<file path="src/rtl/lz77_stream_encoder.sv">
// Streaming LZ77 encoder: accepts characters over valid/ready, keeps a sliding
// search + look-ahead window and emits (offset, match_len, char_nxt) tokens.
module lz77_stream_encoder #(
    parameter int unsigned       CHAR_W     = 8,
    parameter int unsigned       SEARCH_LEN = 9,
    parameter int unsigned       LOOK_LEN   = 8,
    parameter int unsigned       OFF_W      = 4,
    parameter int unsigned       LEN_W      = 3,
    parameter logic [CHAR_W-1:0] END_CHAR   = 8'h24
) (
    input  logic              clk,
    input  logic              reset,
    input  logic              in_valid_i,
    output logic              in_ready_o,
    input  logic [CHAR_W-1:0] in_data_i,
    output logic              out_valid_o,
    input  logic              out_ready_i,
    output logic [OFF_W-1:0]  offset_o,
    output logic [LEN_W-1:0]  match_len_o,
    output logic [CHAR_W-1:0] char_nxt_o,
    output logic              finish_o
);

    localparam int unsigned WinLen = SEARCH_LEN + LOOK_LEN;
    localparam logic [LEN_W:0] LenOne = 1;
    localparam logic [LEN_W:0] LookLenP = LOOK_LEN[LEN_W:0];

    typedef enum logic [1:0] {StShift, StMatch, StEmit, StDone} state_e;

    // Entry 0 is the oldest; entry WinLen-1 is the tail where new chars enter.
    // Search S[d] = entry SEARCH_LEN-d, look-ahead L[i] = entry SEARCH_LEN+i.
    logic [CHAR_W-1:0] win_data_q [WinLen];
    logic [WinLen-1:0] win_vld_q;
    state_e            state_q;
    logic [LEN_W:0]    pend_q;
    logic              ended_q;

    logic              take, fill;
    logic [LEN_W:0]    la_cnt, cap, run, best_len;
    logic [OFF_W-1:0]  best_off;
    logic              alive;

    assign in_ready_o = (state_q == StShift) && !ended_q;
    assign take       = (state_q == StShift) && in_valid_i && in_ready_o;
    // After the terminator, keep draining the window with invalid entries.
    assign fill       = (state_q == StShift) && !take && ended_q;

    // Longest-match search over every search distance, clipped to the look-ahead cap.
    always_comb begin
        la_cnt = '0;
        for (int i = 0; i < LOOK_LEN; i++) begin
            if (win_vld_q[SEARCH_LEN+i]) la_cnt = la_cnt + LenOne;
        end
        // Never match the last valid look-ahead char so char_nxt always exists.
        cap      = (la_cnt != '0) ? la_cnt - LenOne : '0;
        best_len = '0;
        best_off = '0;
        run      = '0;
        alive    = 1'b0;
        for (int d = 1; d <= SEARCH_LEN; d++) begin
            run   = '0;
            alive = win_vld_q[SEARCH_LEN-d];
            // Comparing position SEARCH_LEN+i-d lets the run overlap into the look-ahead.
            for (int i = 0; i < LOOK_LEN; i++) begin
                if (alive && win_vld_q[SEARCH_LEN+i-d] && win_vld_q[SEARCH_LEN+i] &&
                    (win_data_q[SEARCH_LEN+i-d] == win_data_q[SEARCH_LEN+i])) begin
                    run = run + LenOne;
                end else begin
                    alive = 1'b0;
                end
            end
            if (run > cap) run = cap;
            // Strict compare keeps the smallest distance on ties.
            if (run > best_len) begin
                best_len = run;
                best_off = OFF_W'(d - 1);
            end
        end
    end

    // Control FSM, window shift register and registered token outputs.
    always_ff @(posedge clk) begin
        if (reset) begin
            state_q     <= StShift;
            pend_q      <= LookLenP;
            ended_q     <= 1'b0;
            win_vld_q   <= '0;
            out_valid_o <= 1'b0;
            offset_o    <= '0;
            match_len_o <= '0;
            char_nxt_o  <= '0;
            finish_o    <= 1'b0;
            for (int k = 0; k < WinLen; k++) win_data_q[k] <= '0;
        end else begin
            unique case (state_q)
                StShift: begin
                    if (take || fill) begin
                        for (int k = 0; k < WinLen - 1; k++) win_data_q[k] <= win_data_q[k+1];
                        win_data_q[WinLen-1] <= in_data_i;
                        win_vld_q            <= {take, win_vld_q[WinLen-1:1]};
                        if (take && (in_data_i == END_CHAR)) ended_q <= 1'b1;
                        pend_q <= pend_q - LenOne;
                        if (pend_q == LenOne) state_q <= StMatch;
                    end
                end
                StMatch: begin
                    offset_o    <= best_off;
                    match_len_o <= best_len[LEN_W-1:0];
                    char_nxt_o  <= win_data_q[SEARCH_LEN+int'(best_len)];
                    out_valid_o <= 1'b1;
                    state_q     <= StEmit;
                end
                StEmit: begin
                    if (out_ready_i) begin
                        out_valid_o <= 1'b0;
                        if (char_nxt_o == END_CHAR) begin
                            state_q  <= StDone;
                            finish_o <= 1'b1;
                        end else begin
                            state_q <= StShift;
                            pend_q  <= {1'b0, match_len_o} + LenOne;
                        end
                    end
                end
                StDone: begin
                end
                default: state_q <= StShift;
            endcase
        end
    end

endmodule
</file>
<file path="config.mk">
export PLATFORM = sky130hd
export DESIGN_NAME = lz77_stream_encoder
export DESIGN_NICKNAME = d
export VERILOG_FILES = /design/src/rtl/lz77_stream_encoder.sv
export SDC_FILE = /design/constraint.sdc
export NUM_CORES = 2
export LEC_CHECK = 0
export ABC_CLOCK_PERIOD_IN_PS = 23900
export BUFFER_PORTS_ARGS = -buffer_cell sky130_fd_sc_hd__buf_2
export CAP_MARGIN = 10
export CELL_PAD_IN_SITES_DETAIL_PLACEMENT = 1
export CELL_PAD_IN_SITES_GLOBAL_PLACEMENT = 2
export CORE_AREA = 3 3 246 248
export CTS_CLUSTER_SIZE = 8
export DETAILED_ROUTE_END_ITERATION = 10
export DIE_AREA = 0 0 249 251
export HOLD_SLACK_MARGIN = 0.06
export PLACE_DENSITY_LB_ADDON = 0.1
export RECOVER_POWER = 50
export SYNTH_ARGS = -nofsm -noshare
export SYNTH_HDL_FRONTEND = slang
export SYNTH_SLANG_ARGS = --single-unit
</file>
<file path="constraint.sdc">
create_clock -name clk -period 23.9 [get_ports clk]
set_input_delay 3.585 -clock clk [delete_from_list [all_inputs] [get_ports clk]]
set_output_delay 3.585 -clock clk [all_outputs]
set_load 0.02 [all_outputs]
</file>
# Word level (Yosys, flattened, before mapping)
# Memory sizes are Yosys's and may differ from the RTL's. A register that Yosys moved wholly into a read port is not among the register bits.
# Index checks and enable logic that the tools add are counted.
dict set report totals {
  register_bits 33
  latchBits 0
  mem_bits_rw 136
  romBits 0
  output_inout_bits 18
  word_cells 630
  mem_count 1
}
dict set report op_classes {
  add_sub_neg 74
  multipliers 0
  div 0
  order_cmp 18
  eq_ne 81
  n_shift 0
  n_mux 204
  bitwise_logic 17
  n_reduce_logical 227
}
# name depth word_bits rd rd_clocked_by_memory_dff write_ports line_no
set memory_table {}
lappend memory_table {win_data_q 17 8 18 1 17 32} ;# logic [CHAR_W-1:0] win_data_q [WinLen];
# cell count
set ops {}
lappend ops {{equality test 8 bit} 72}
lappend ops {{2-to-1 mux 4 bit} 99}
lappend ops {{adder 4 x 1 -> 4 bit (second input constant)} 70}
lappend ops {{logical AND 1 bit} 213}
lappend ops {{2-to-1 mux 8 bit} 17}
lappend ops {{2-to-1 mux 1 bit} 81}
lappend ops {{greater-than comparator 4 bit} 17}
lappend ops {{OR 1 bit} 17}
lappend ops {{equality test 8 x 6 -> 1 bit (second input constant)} 2}
lappend ops {{2-to-1 mux 2 bit} 4}
lappend ops {{case mux 4 bit (2 select lines)} 1}
lappend ops {{AND reduction 4 bit} 2}
lappend ops {{subtractor 4 x 1 -> 4 bit (second input constant)} 2}
lappend ops {{case mux 2 bit (3 select lines)} 1}
lappend ops {{AND reduction 3 bit} 2}
lappend ops {{adder 4 x 4 -> 5 bit (first input constant)} 1}
lappend ops {{adder 3 x 1 -> 4 bit (second input constant)} 1}
lappend ops {{equality test 4 x 1 -> 1 bit (second input constant)} 1}
lappend ops {{greater-than comparator 4 x 1 -> 1 bit (second input constant)} 1}
lappend ops {{!= test 2 x 1 -> 1 bit (second input constant)} 2}
lappend ops {{!= test 2 bit (second input constant)} 2}
lappend ops {{AND reduction 2 bit} 2}
lappend ops {{nonzero test 2 bit} 2}
lappend ops {{nonzero test 4 bit} 1}
lappend ops {{7 further kinds} 8}

# Longest topological paths before layout
# An unclocked memory read counts as a cell.
dict set report logic_depth {
  ltp_word 53
  ltp_mapped 112
  mapped_depth_nobuf 103
}

# Worst setup path before layout
# Ideal clock, no wire load.
dict set report synth_timing {
  kind {register -> register}
  from {mem win_data_q[10][6]}
  to {reg char_nxt_o[5], read port of win_data_q}
  setup_time_ns 0.123
  arrival_time_ns 21.145
  t_required_ns 23.777
  path_slack_ns 2.632
  path_stages_with_launch 105
  path_buffers 10
  synth_period_minus_slack_ns 21.268
  cell_sequence {edfxtp_1 clkbuf_1 buf_1 xnor2_1 nand3_1 nor4_1 nand2_1 inv_1 ha_1 clkbuf_1 xnor2_1 ha_1 a21oi_1 o21ai_0 ha_1 nor2_1 nor2_1 ha_1 [69 not listed] a32oi_2 mux2_2 ha_1 nor2b_1 o21ai_0 nand2b_1 a21oi_1 a41oi_1 nor2_1 a211o_1 buf_4 buf_6 ha_1 clkbuf_1 clkbuf_1 mux4_2 a21oi_1 nand3_1}
}
# element line_no
set synth_lines {}
lappend synth_lines {{from (decl)} 32}
lappend synth_lines {{to (decl)} 20} ;# output logic [CHAR_W-1:0] char_nxt_o,

==> results.sh <==
export IMPL_status="finished with violations"
export IMPL_violations="max-capacitance violations, max-slew violations"
export IMPL_crit_fanout=31
export IMPL_cts_sinks=177
export IMPL_firstDrtPassIters=5
export IMPL_multi_input_area_um2=17660
export IMPL_synth_simple_gate_area_share=0.2442
export IMPL_ios=30
export IMPL_min_period_ns=22.22
export IMPL_ctsHtreeMaxLevel=4
export IMPL_syn_num_nets=3037
export IMPL_cts_buffers=17
export IMPL_fp_dieH_um=251
export IMPL_drtIter0Drc=2198
export IMPL_async_reset_ff_frac=0
export IMPL_hp_class="flip-flop to flip-flop"
export IMPL_antenna_left=0
export IMPL_syn_avg_cell_area_um2=8.258
export IMPL_final_cell_area_um2=25940
export IMPL_drive_gt1_frac=0.1077
export IMPL_wl_mm=107.8
export IMPL_yosys_warnings=0
export IMPL_drt_vias_per_instance=6.285
export IMPL_seq_area_um2=4906
export IMPL_clock_latency_ns=0.48
export IMPL_vias=22970
export IMPL_placed_area_um2=24770
export IMPL_cts_clk_slew_worst_paths_ns=0.08
export IMPL_die_area_um2=62500
export IMPL_start_util=0.4063
export IMPL_required_ns=24.26
export IMPL_slew_limit_headroom=-1.956
export IMPL_synth_top_family_by_area="XOR/XNOR gates"
export IMPL_synth_fa_ha_area_frac=0.07284
export IMPL_yosys_area_share_xor_xnor=0.2604
export IMPL_synthTopCellsByArea="edfxtp_1 (17%), xnor2_1 (15%), xor2_1 (11%), ha_1 (7.2%), mux2i_1 (4.1%)"
export IMPL_n_fill_cell=6923
export IMPL_first_global_vias=22900
export IMPL_synth_yosys_seq_area_share=0.2057
export IMPL_synthFlopType="edfxtp_1"
export IMPL_slowest_delay_ns=0.60
export IMPL_setup_ws_ns=1.676
export IMPL_port_buffers=29
export IMPL_cap_violations=4
export IMPL_crit_top_cell="ha_1"
export IMPL_gp_congestion=0.9691
export IMPL_slew_violations=250
export IMPL_area_growth_pct=8.811
export IMPL_post_place_ws_ns=0.6906
export IMPL_routedWlPerCell_um=29.50
export IMPL_finalSetupViolCount=0
export IMPL_ys_seq_elements=177
export IMPL_fp_dieW_um=249
export IMPL_finalCritPeriodShare=0.9299
export IMPL_synth_top_area_frac=0.1713
export IMPL_slowest_stage="a222oi_1"
export IMPL_syn_inst=2887
export IMPL_hold_ws_ns=0.4916
export IMPL_final_hold_viol_count=0
export IMPL_synth_compound_area_share=0.08985
export IMPL_synthMuxAreaShare=0.06901
export IMPL_root_buffer="clkbuf_16"
export IMPL_rsz0062_at_grt="false"
export IMPL_worstSetupStartpointType="flip-flop"
export IMPL_synthesis_area_um2=23840
export IMPL_antenna_found_initial=4
export IMPL_finalClockSkew_ns=0.01499
export IMPL_yosysTopAreaCell="edfxtp_1"
export IMPL_critical_path_class="flip-flop to flip-flop"
export IMPL_cts_tree="built"
export IMPL_ys_types=98
export IMPL_coreArea_um2=58690
export IMPL_rows=89
export IMPL_overflow=0
export IMPL_grtUsageTotal=0.3353
export IMPL_fin_tns_setup_ns=0
export IMPL_worstMarginPinSlew_ns=4.434
export IMPL_arrival_ns=22.59
export IMPL_grt_max_degree=120
export IMPL_clockBufferDepth=2
export IMPL_route_detailed_drc=0
export IMPL_grt_pass1_wl_mm=157.1
export IMPL_end_kind="flip-flop"
export IMPL_synth_edff_count=136
export IMPL_fmax_mhz=45.00
export IMPL_fin_nets=3016
export IMPL_detailed_place_hpwl_mm=77.12
[worst max-delay path, delay by kind of cell (launching register included)]
kind                       cells  cell delay (ns)
xor gates and xnor gates       3             0.87
DFF                            1             0.43
adders and majority gates     16             5.04
and+or+nand+nor               20             3.35
buffers and inverters         11             1.79
AOI/OAI and AO/OA             35             7.57
muxes                          9             2.96
[flip-flops by register name (all words and copies together) (netlist names)]
name	cells
char_nxt_o	8
ended_q	1
finish_o	1
match_len_o	3
offset_o	4
out_valid_o	1
pend_q	4
state_q	2
win_data_q	136
win_vld_q	17
[metal layers]
metal / vias to the layer above / routed length, um / GRT usage
met3: 333 / 8381 / 0.05235
met2: 1058 / 47960 / 0.5377
li1: 10070 / - / -
met1: 11500 / 44480 / 0.4333
met4: 2 / 6956 / 0.1851
met5: - / 13 / 0
[metrics by stage]
stage,cells,utilization
3_3_place_gp,3558,0.4219
2_1_floorplan,2887,-
5_1_grt,3652,0.4420
3_5_place_dp,3559,0.4220
4_1_cts,3591,0.4329
6_report,3654,0.4421
[worst paths after layout]
path | from | end | slack (ns) | depth (start not counted)
max | win_data_q[10][3] | char_nxt_o[5] | 1.68 | 94
min | finish_o | finish_o | 0.49 | 2
max reg2reg | win_data_q[10][3] | char_nxt_o[5] | 1.68 | 94
min reg2reg | finish_o | finish_o | 0.49 | 2
[synthesized netlist by cell type, drive strengths merged (23+ instances only)]
cell type	number
xnor2	413
xor2	288
nand2	182
and2	151
nand3	139
ha	138
edfxtp	136
nor2	128
clkbuf	118
buf	116
inv	105
nor3	99
mux2i	98
nand4	89
nor4	81
a21oi	78
o21ai	64
and3	55
dfxtp	41
mux2	41
nand2b	23
nor2b	23
[logic make-up (layout without fill, tap and decap cells)]
logic type | after synthesis | count (layout)
buffers and inverters | 339 | 331
XOR/XNOR | 704 | 704
flip-flops | 177 | 177
AO/OA/AOI/OAI | 310 | 310
other | 0 | 2
multiplexers | 148 | 148
adder cells (fa/ha/maj) | 139 | 139
AND/OR/NAND/NOR | 1070 | 1070
[area by class of cell]
type | count | share of cell area
Clock buffer | 17 | 0.01640
Clock inverter | 15 | 0.008296
Multi-Input combinational cell | 2371 | 0.6809
Antenna cell | 2 | 0.0001929
Timing Repair Buffer | 194 | 0.05262
Tap cell | 773 | 0.03728
Inverter | 105 | 0.01524
Sequential cell | 177 | 0.1891
[cell usage in the layout, fill, tap and decap left out, types with 22 or more instances in the layout]
master and n:
nor2_1 128, and3_1 54, ha_1 138, nor4_1 77, nor2b_1 23, o21ai_0 58, dfxtp_1 40, inv_1 103
mux2_2 41, xnor2_1 412, nor3_1 95, clkbuf_1 22, a21oi_1 78, xor2_1 288, buf_4 159, and2_1 117
nand4_1 89, nand2_1 182, edfxtp_1 136, and2_0 34, nand3_1 138, nand2b_1 23, mux2i_1 97
[what timing repair did]
item / CTS / global route
hold endpoints to repair: 0 / 0
gates resized for setup: 0 / 18
hold buffers: 0 / 0
setup endpoints to repair: 0 / 10
buffers inserted: 0 / 61
Power is not shown: default switching activity piles up to over one toggle a cycle in this logic, so the estimate is an artifact.
